==> src/rtl/pic_prog_loader_if.sv <==
`default_nettype none
// ============================================================================
// Module      : pic_prog_loader_if
// Description : Program-memory write port between the serial loader and the
//               PIC16 program memory.
//   PM_WE    write strobe, one cycle per word
//   PM_ADDR  write address (ADDR_W bits)
//   PM_DATA  14-bit instruction word
//   master : loader side (drives the port)
//   slave  : memory side (observes the port)
// Revision    : 1.0 - initial release
// ============================================================================
interface pic_prog_loader_if #(
  parameter int ADDR_W = 11
);
  logic              PM_WE;
  logic [ADDR_W-1:0] PM_ADDR;
  logic [13:0]       PM_DATA;

  modport master (output PM_WE, PM_ADDR, PM_DATA);
  modport slave  (input  PM_WE, PM_ADDR, PM_DATA);
endinterface
`default_nettype wire

==> src/rtl/pic_prog_loader.sv <==
`default_nettype none
// ============================================================================
// Module      : pic_prog_loader
// Description : Serial program loader for the PIC16 core. Receives a framed
//               program image on an 8N1 UART line, writes 14-bit words into
//               program memory and holds the core in reset while loading.
//   CLK       in   PIC clock, rising edge
//   nRST      in   asynchronous active-low reset
//   RXD       in   UART receive line (asynchronous, idle high)
//   pm        if   program-memory write port (master)
//   CORE_RST  out  active-high core reset request
//   BUSY      out  a load frame is in progress
//   ERR       out  last load failed (sticky until the next sync byte)
// Revision    : 1.0 - initial release
// ============================================================================
module pic_prog_loader #(
  parameter int CLKDIV        = 608,
  parameter int ADDR_W        = 11,
  parameter bit HOLD_AT_RESET = 1'b0
) (
  input  wire logic         CLK,
  input  wire logic         nRST,
  input  wire logic         RXD,
  pic_prog_loader_if.master pm,
  output logic              CORE_RST,
  output logic              BUSY,
  output logic              ERR
);

  localparam int               CNT_W     = $clog2(CLKDIV);
  localparam logic [CNT_W-1:0] C_HALF_M1 = CNT_W'(CLKDIV / 2 - 1);
  localparam logic [CNT_W-1:0] C_FULL_M1 = CNT_W'(CLKDIV - 1);
  localparam logic [7:0]       C_SYNC    = 8'hA5;

  // --------------------------------------------------------------------------
  // UART receiver
  // --------------------------------------------------------------------------
  typedef enum logic [1:0] {
    RX_IDLE  = 2'd0,
    RX_START = 2'd1,
    RX_DATA  = 2'd2,
    RX_STOP  = 2'd3
  } rx_state_t;

  rx_state_t        rx_state_q, rx_state_d;
  logic [CNT_W-1:0] rx_cnt_q, rx_cnt_d;
  logic [2:0]       rx_bit_q, rx_bit_d;
  logic [7:0]       rx_shift_q, rx_shift_d;
  logic             rx_valid_q, rx_valid_d;
  logic             rx_ferr_q, rx_ferr_d;
  // rxd_s3_q is one cycle behind the synchronized line, for edge detection
  logic             rxd_s1_q, rxd_s2_q, rxd_s3_q;

  always_ff @(posedge CLK or negedge nRST) begin
    if (!nRST) begin
      rxd_s1_q   <= 1'b1;
      rxd_s2_q   <= 1'b1;
      rxd_s3_q   <= 1'b1;
      rx_state_q <= RX_IDLE;
      rx_cnt_q   <= '0;
      rx_bit_q   <= '0;
      rx_shift_q <= '0;
      rx_valid_q <= 1'b0;
      rx_ferr_q  <= 1'b0;
    end else begin
      rxd_s1_q   <= RXD;
      rxd_s2_q   <= rxd_s1_q;
      rxd_s3_q   <= rxd_s2_q;
      rx_state_q <= rx_state_d;
      rx_cnt_q   <= rx_cnt_d;
      rx_bit_q   <= rx_bit_d;
      rx_shift_q <= rx_shift_d;
      rx_valid_q <= rx_valid_d;
      rx_ferr_q  <= rx_ferr_d;
    end
  end

  always_comb begin
    rx_state_d = rx_state_q;
    rx_cnt_d   = rx_cnt_q;
    rx_bit_d   = rx_bit_q;
    rx_shift_d = rx_shift_q;
    rx_valid_d = 1'b0;
    rx_ferr_d  = 1'b0;
    if (rx_state_q != RX_IDLE) begin
      rx_cnt_d = rx_cnt_q - CNT_W'(1);
    end
    case (rx_state_q)
      RX_IDLE: begin
        if (rxd_s3_q && !rxd_s2_q) begin
          rx_state_d = RX_START;
          rx_cnt_d   = C_HALF_M1;
        end
      end
      RX_START: begin
        // mid-bit resample: a high line means the edge was a glitch
        if (rx_cnt_q == '0) begin
          if (rxd_s2_q) begin
            rx_state_d = RX_IDLE;
          end else begin
            rx_state_d = RX_DATA;
            rx_cnt_d   = C_FULL_M1;
            rx_bit_d   = '0;
          end
        end
      end
      RX_DATA: begin
        if (rx_cnt_q == '0) begin
          rx_shift_d = {rxd_s2_q, rx_shift_q[7:1]};
          rx_cnt_d   = C_FULL_M1;
          rx_bit_d   = rx_bit_q + 3'd1;
          if (rx_bit_q == 3'd7) begin
            rx_state_d = RX_STOP;
          end
        end
      end
      RX_STOP: begin
        if (rx_cnt_q == '0) begin
          rx_state_d = RX_IDLE;
          if (rxd_s2_q) begin
            rx_valid_d = 1'b1;
          end else begin
            rx_ferr_d = 1'b1;
          end
        end
      end
      default: rx_state_d = RX_IDLE;
    endcase
  end

  // --------------------------------------------------------------------------
  // Loader FSM
  // --------------------------------------------------------------------------
  typedef enum logic [2:0] {
    ST_IDLE  = 3'd0,
    ST_CNT_L = 3'd1,
    ST_CNT_H = 3'd2,
    ST_W_LO  = 3'd3,
    ST_W_HI  = 3'd4,
    ST_CSUM  = 3'd5
  } ld_state_t;

  ld_state_t         state_q, state_d;
  logic [15:0]       remain_q, remain_d;
  logic [7:0]        sum_q, sum_d;
  logic [7:0]        lo_q, lo_d;
  // wptr_q is the address of the next word; addr_q is what the port shows,
  // so PM_ADDR holds the address of the last write until the next one
  logic [ADDR_W-1:0] wptr_q, wptr_d;
  logic [ADDR_W-1:0] addr_q, addr_d;
  logic [13:0]       data_q, data_d;
  logic              we_q, we_d;
  logic              core_rst_q, core_rst_d;
  logic              busy_q, busy_d;
  logic              err_q, err_d;
  logic [7:0]        w_sum_next;

  assign w_sum_next = sum_q + rx_shift_q;

  always_ff @(posedge CLK or negedge nRST) begin
    if (!nRST) begin
      state_q    <= ST_IDLE;
      remain_q   <= '0;
      sum_q      <= '0;
      lo_q       <= '0;
      wptr_q     <= '0;
      addr_q     <= '0;
      data_q     <= '0;
      we_q       <= 1'b0;
      core_rst_q <= HOLD_AT_RESET;
      busy_q     <= 1'b0;
      err_q      <= 1'b0;
    end else begin
      state_q    <= state_d;
      remain_q   <= remain_d;
      sum_q      <= sum_d;
      lo_q       <= lo_d;
      wptr_q     <= wptr_d;
      addr_q     <= addr_d;
      data_q     <= data_d;
      we_q       <= we_d;
      core_rst_q <= core_rst_d;
      busy_q     <= busy_d;
      err_q      <= err_d;
    end
  end

  always_comb begin
    state_d    = state_q;
    remain_d   = remain_q;
    sum_d      = sum_q;
    lo_d       = lo_q;
    wptr_d     = wptr_q;
    addr_d     = addr_q;
    data_d     = data_q;
    we_d       = 1'b0;
    core_rst_d = core_rst_q;
    busy_d     = busy_q;
    err_d      = err_q;
    if (rx_ferr_q && (state_q != ST_IDLE)) begin
      // abort: core stays held in reset until a later load succeeds
      state_d    = ST_IDLE;
      err_d      = 1'b1;
      core_rst_d = 1'b1;
      busy_d     = 1'b0;
    end else if (rx_valid_q) begin
      case (state_q)
        ST_IDLE: begin
          if (rx_shift_q == C_SYNC) begin
            state_d    = ST_CNT_L;
            core_rst_d = 1'b1;
            busy_d     = 1'b1;
            err_d      = 1'b0;
            addr_d     = '0;
            wptr_d     = '0;
            sum_d      = '0;
          end
        end
        ST_CNT_L: begin
          remain_d[7:0] = rx_shift_q;
          sum_d         = w_sum_next;
          state_d       = ST_CNT_H;
        end
        ST_CNT_H: begin
          remain_d[15:8] = rx_shift_q;
          sum_d          = w_sum_next;
          state_d        = ({rx_shift_q, remain_q[7:0]} == 16'd0) ? ST_CSUM : ST_W_LO;
        end
        ST_W_LO: begin
          lo_d    = rx_shift_q;
          sum_d   = w_sum_next;
          state_d = ST_W_HI;
        end
        ST_W_HI: begin
          we_d     = 1'b1;
          addr_d   = wptr_q;
          wptr_d   = wptr_q + ADDR_W'(1);
          data_d   = {rx_shift_q[5:0], lo_q};
          sum_d    = w_sum_next;
          remain_d = remain_q - 16'd1;
          state_d  = (remain_q == 16'd1) ? ST_CSUM : ST_W_LO;
        end
        ST_CSUM: begin
          state_d = ST_IDLE;
          busy_d  = 1'b0;
          if (w_sum_next == 8'd0) begin
            core_rst_d = 1'b0;
            err_d      = 1'b0;
          end else begin
            err_d = 1'b1;
          end
        end
        default: state_d = ST_IDLE;
      endcase
    end
  end

  assign pm.PM_WE   = we_q;
  assign pm.PM_ADDR = addr_q;
  assign pm.PM_DATA = data_q;
  assign CORE_RST   = core_rst_q;
  assign BUSY       = busy_q;
  assign ERR        = err_q;

endmodule
`default_nettype wire

==> src/flat_wrapper.sv <==
// flat-port wrapper written by rule: the top's interface ports become plain ports
module pic_prog_loader_flat 
#(
  parameter int CLKDIV        = 608,
  parameter int ADDR_W        = 11,
  parameter bit HOLD_AT_RESET = 1'b0
)
  (CLK, nRST, RXD, CORE_RST, BUSY, ERR, pm_PM_WE, pm_PM_ADDR, pm_PM_DATA);
  pic_prog_loader_if #(.ADDR_W(ADDR_W)) pm_i ();
  input  wire logic CLK;
  input  wire logic nRST;
  input  wire logic RXD;
  output logic CORE_RST;
  output logic BUSY;
  output logic ERR;
  output wire logic [$bits(pm_i.PM_WE)-1:0] pm_PM_WE;
  output wire logic [$bits(pm_i.PM_ADDR)-1:0] pm_PM_ADDR;
  output wire logic [$bits(pm_i.PM_DATA)-1:0] pm_PM_DATA;
  assign pm_PM_WE = pm_i.PM_WE;
  assign pm_PM_ADDR = pm_i.PM_ADDR;
  assign pm_PM_DATA = pm_i.PM_DATA;
  pic_prog_loader #(.CLKDIV(CLKDIV), .ADDR_W(ADDR_W), .HOLD_AT_RESET(HOLD_AT_RESET)) u_core (.CLK(CLK), .nRST(nRST), .RXD(RXD), .pm(pm_i), .CORE_RST(CORE_RST), .BUSY(BUSY), .ERR(ERR));
endmodule
==> config.mk <==
export PLATFORM = sky130hd
export DESIGN_NAME = pic_prog_loader_flat
export DESIGN_NICKNAME = d
export VERILOG_FILES = /design/src/rtl/pic_prog_loader_if.sv /design/src/rtl/pic_prog_loader.sv /design/src/flat_wrapper.sv
export SDC_FILE = /design/constraint.sdc
export NUM_CORES = 1
export LEC_CHECK = 0
export CAP_MARGIN = 20
export CORE_AREA = 5 5 160 124
export DETAILED_ROUTE_END_ITERATION = 6
export DIE_AREA = 0 0 165 129
export HOLD_SLACK_MARGIN = 0.1
export REMOVE_ABC_BUFFERS = 1
export SLEW_MARGIN = 20
export SYNTH_ARGS = -nofsm -noshare
export SYNTH_HDL_FRONTEND = slang
export SYNTH_SLANG_ARGS = --single-unit
==> constraint.sdc <==
create_clock -name CLK -period 2.8 [get_ports CLK]
set_clock_uncertainty 0.15 [all_clocks]
set_input_delay 0.84 -clock CLK [delete_from_list [all_inputs] [get_ports CLK]]
set_output_delay 0.84 -clock CLK [all_outputs]
set_load 0.01 [all_outputs]
# Yosys cells after proc, flatten, opt, wreduce, memory -nomap -nowiden
# Index checks and enable logic that the tools add are counted.
# totals
reg_bits	103
input_bits	3
output_inout_bits	29
word_cells	129
# classes
addsub	5
eq_ne	20
muxes	52
n_bitwise	1
reduce_logical	30
# ops
op	count
$mux 10	5
$pmux 8 s2	3
$pmux 11 s2	2
$pmux 10 s3	1
$mux 3	8
$mux 1	19
$eq 16x1->1 const B	1
$logic_not 16->1	1
$reduce_and 4->1	4
$sub 16x1->16 const B	1
$pmux 3 s5	1
$reduce_and 3->1	5
$reduce_bool 2->1	7
$mux 2	6
$ne 2x1->1 const B	6
$add 11x1->11 const B	1
$mux 11	1
$logic_not 10->1	1
$sub 10x1->10 const B	1
$eq 3x3->1 const B	3
$add 8x8->8	1
$eq 8x8->1 const B	1
$logic_not 8->1	1
$mux 8	1
19 further kinds	27

# Logic depth before layout (Yosys ltp)
# depth
depth_word	6
ltp_mapped	8
mapped_depth_nobuf	7

# Worst setup path before layout
# OpenSTA, ideal clock, no wires.
# synth_path
kind	flip-flop to flip-flop
from	register u_core.rx_shift_q[0]
to	register u_core.err_q (netlist: u_core.ERR)
setup_time_ns	0.150
arrival_time_ns	2.007
required_time_ns	2.500
slack_ns	0.493
path_stages_with_launch	8
n_path_buf	0
period_less_slack_ns	2.307
cell_sequence	dfrtp_1 -> ha_1 -> fa_1 -> a211oi_1 -> nor2_1 -> xor2_1 -> nor4b_1 -> a41oi_1
# synth_between
elab_chain_len	6
elab_cells_between_ends	9
classes_between	1 x add/sub; 2 x eq/ne; 4 x mux; 2 x reduce/logical
# synth_rtl
element	line_no	text
start, declared	pic_prog_loader.sv:48	logic [7:0] rx_shift_q, rx_shift_d;
start signal, assigned	pic_prog_loader.sv:72	rx_shift_q <= rx_shift_d;
$add 8x8->8	pic_prog_loader.sv:158	assign w_sum_next = sum_q + rx_shift_q;
$logic_not 8->1	pic_prog_loader.sv:246	if (w_sum_next == 8'd0) begin
$mux 1	pic_prog_loader.sv:246	
$pmux 1 s2	pic_prog_loader.sv:207	case (state_q)
$mux 1	pic_prog_loader.sv:206	end else if (rx_valid_q) begin
$mux 1	pic_prog_loader.sv:200	if (rx_ferr_q && (state_q != ST_IDLE)) begin
end signal, assigned	pic_prog_loader.sv:184	err_q <= err_d;
end, declared	pic_prog_loader.sv:155	logic err_q, err_d;
# Several ways; a longest one is shown, not always the timed one. The select of a mux whose other input is x is not followed.
# A chain may end at the register's enable or synchronous reset.

# Worst setup path after layout
# layout_path
from	register u_core.rx_shift_q[3]
to	register u_core.err_q (netlist: u_core.ERR)
# The elaborated chain is that of the path after synthesis.

==> results.toml <==
[grt]
gr-total-overflow = 0
grt.total_usage_pct = 11.9
antenna_found_initial = 0
grt_max_degree = 45
grt_pass1_vias = 4001
grt_pass1_wl_um = 20600

[die]
start_util_pct = 29.3
core_area_um2 = 18100
std_cell_rows = 43
die_w_um = 165
dieArea_um2 = 21300
die_y_um = 129
ios = 32

[cts]
cts_inserted_buffers = 9
clkTransAtPathRegs_ps = 70
clkSinkCount = 103
cts_setup_buffers = 0
ctsHoldBuffers = 0
cts.path.max_buffers = 2
cts_htree_levels = 3
cts_tree = "built"
clk_latency_ps = 350
post_cts_resized = 0
clock-root-buffer = "clkbuf_16"

[cells_and_area]
nFillCells = 1893
diodes = 0
ff_latch_area_um2 = 2580
drive_gt1_share_pct = 11.2
layout.nets = 619
synthToLayoutAreaGrowth_pct = 18.2
multi_input_area_um2 = 2530

[worst_setup_path]
cp_max_fo = 8
cp_cell_sequence = "ha_1 -> o21ai_0 -> nor4b_1 -> nor3_1 -> nor4b_1 -> a41oi_1"
ff2ff_path_depth = 6
crit_path_frequent_cell = "nor4b_1"
r2r-end = "u_core.ERR"
max_stage_delay_ps = 500
endpoint = "u_core.ERR"
worst_path_max_delay_cell = "nor4b_1"
cp.arrival_ps = 2580
critPathRequiredTime_ps = 2850
r2r_slack_ps = 280
r2r-start = "u_core.rx_shift_q[3]"
crit_type = "reg -> reg"
cp-start-kind = "flop"
crit_start = "u_core.rx_shift_q[3]"
endpoint_kind = "flop"

[yosys]
synth_edf_count = 0
synth_area_um2 = 5290
synthCells = 571
synth_top_flop_cell = "dfrtp_1"
async_flop_share_pct = 100
syn_area_per_cell_um2 = 9.26
ys_ff_latch = 103
synth_common_cells = "nand2_1, dfrtp_1, o21ai_0"
synth_cell_types = 64
synth_area_leaders = "dfrtp_1, nand2_1, o21ai_0, nor2_1, ha_1"
ys_seq_area_share_pct = 48.8
yosysWarnings = 0
synth.top_cell.area_share_pct = 47.3
yosysMostFrequentCell = "nand2_1"
yosysTopAreaCell = "dfrtp_1"

[pwr]
p_leak_nw = 2.84
power_frac_seq_pct = 49.6
clkPwrFrac_pct = 39.8
switching_share_pct = 26.5
vdd_drop_max_mv = 0.383
comb_power_share_pct = 10.6
power_density_nw_per_um2 = 535
power.internal_w = 0.00246
power_switching_w = 0.000886

[place]
numPortBuffers = 31
dp_slack_ps = 323
gp_congestion = 0.833
hpwlAfterDp_um = 8500

[timing]
fin_tns_setup_ps = 0
finalCritPeriodShare_pct = 90.2
slew_headroom_pct = 39.2
finalCriticalPeriod_ps = 2520
drv_slew = 0
clock.fmax_mhz = 396
setup_violations = 0
worst_pin_slew_ps = 911
rsz0062_at_grt = "no"
setup_slack_ps = 275
finalHoldViolCount = 0
whs_ps = 206

[min_path]
worstHoldPathType = "reg -> reg"

[run_status]
status = "finished clean"

[routing]
ant_nets = 0
drt-total-wl_um = 12200
drc = 0
via_count = 4250
vias_per_cell = 4.98
dr.pass1.iters = 4
drt-wirelength-per-cell_um = 14.3
drtIter0Drc = 304

[flow_run]
maxCapViolCount = 0
[through the flow]
stage	cells	util (%)	total power (W)	instance area [µm²]
2_1_floorplan	542	-	0.00192	5160
3_3_place_gp	838	32.8	0.00203	5940
3_5_place_dp	838	32.8	0.00204	5940
4_1_cts	854	34.6	0.00337	6250
5_1_grt	854	34.6	0.00352	6250
6_report	854	34.6	0.00335	6250
[sequential cells by signal, summed over array words and instances, names as in the netlist, 8 cells and up, named ones only]
signal	count
u_core.rx_cnt_q	10
u_core.remain_q	16
u_core.rx_shift_q	8
u_core.pm.PM_DATA	14
u_core.lo_q	8
u_core.pm.PM_ADDR	11
u_core.wptr_q	11
u_core.sum_q	8
[critical path: cells and delay by family, from the launching register on]
| kind | cells | cell delay (ps) |
|---|---|---|
| compound gates | 2 | 360 |
| simple gates | 3 | 1000 |
| flops | 1 | 480 |
| fa+ha+maj | 1 | 380 |
[per-layer routing]
layer	share of wire (%)	vias to the layer above	GRT usage (%)
met2	43	107	17.3
li1	-	2100	-
met3	5.2	15	2.79
met1	50	2028	17.7
met4	1.0	0	3.03
met5	0	-	0
[worst min path at each step]
stage	from	to	slack, ps	cells after the start
after global placement	u_core.rxd_s1_q	u_core.rxd_s2_q	200	0
after floorplan	u_core.rxd_s1_q	u_core.rxd_s2_q	200	0
final	u_core.rxd_s1_q	u_core.rxd_s2_q	210	0
after global routing	u_core.rxd_s1_q	u_core.rxd_s2_q	210	0
after CTS	u_core.rxd_s1_q	u_core.rxd_s2_q	210	0
after detailed placement	u_core.rxd_s1_q	u_core.rxd_s2_q	200	0
[cell families (layout without fill, tap and decap cells)]
kind of cell	count (synthesis)	count (layout)	share of synthesized area, %
AND/OR/NAND/NOR	230	230	20.6
AO/OA/AOI/OAI	158	158	19.0
adder cells (fa/ha/maj)	14	14	3.45
flip-flops	103	103	48.8
multiplexers	15	15	3.62
buffers and inverters	45	81	3.50
XOR/XNOR	6	6	0.994
[power groups by stage]
stage               Sequential, W  Clock (W)  Combinational, W
finish                    0.00166    0.00133          0.000353
global route              0.00167    0.00143          0.000416
CTS                       0.00166    0.00136          0.000355
detailed placement        0.00169          0          0.000350
global placement          0.00169          0          0.000346
floorplan                 0.00167          0          0.000259
[layout by cell type (no fill, tap or decap), types with 3 or more instances in the layout]
cell / count
mux2_4: 6
nor2_1: 54
nand2b_1: 5
o211ai_1: 4
nand2_1: 102
buf_4: 18
dfrtp_1: 100
nand4_1: 3
inv_1: 16
clkbuf_16: 9
a31oi_1: 9
mux2_2: 9
o21ai_0: 59
a22oi_1: 4
nand3_1: 7
nor4_1: 7
or4_1: 4
nor4b_1: 4
xnor2_1: 3
clkdlybuf4s50_1: 30
nor3_1: 14
dfstp_2: 3
ha_1: 13
and3_1: 3
a22o_1: 14
a21oi_1: 30
or3_1: 5
o31ai_1: 5
o22a_1: 9
xor2_1: 3
a41oi_1: 3
nor2b_1: 3
nor3_2: 3
[layout make-up]
cell class | count | share of cell area [%]
multi-input combinational | 423 | 40.5
clock inverter | 5 | 1.04
timing repair buffer | 49 | 7.28
sequential | 103 | 41.3
tap | 247 | 4.94
inverter | 16 | 0.960
clock buffer | 11 | 4.04
No activity file was read; power rests on OpenSTA's default activity.
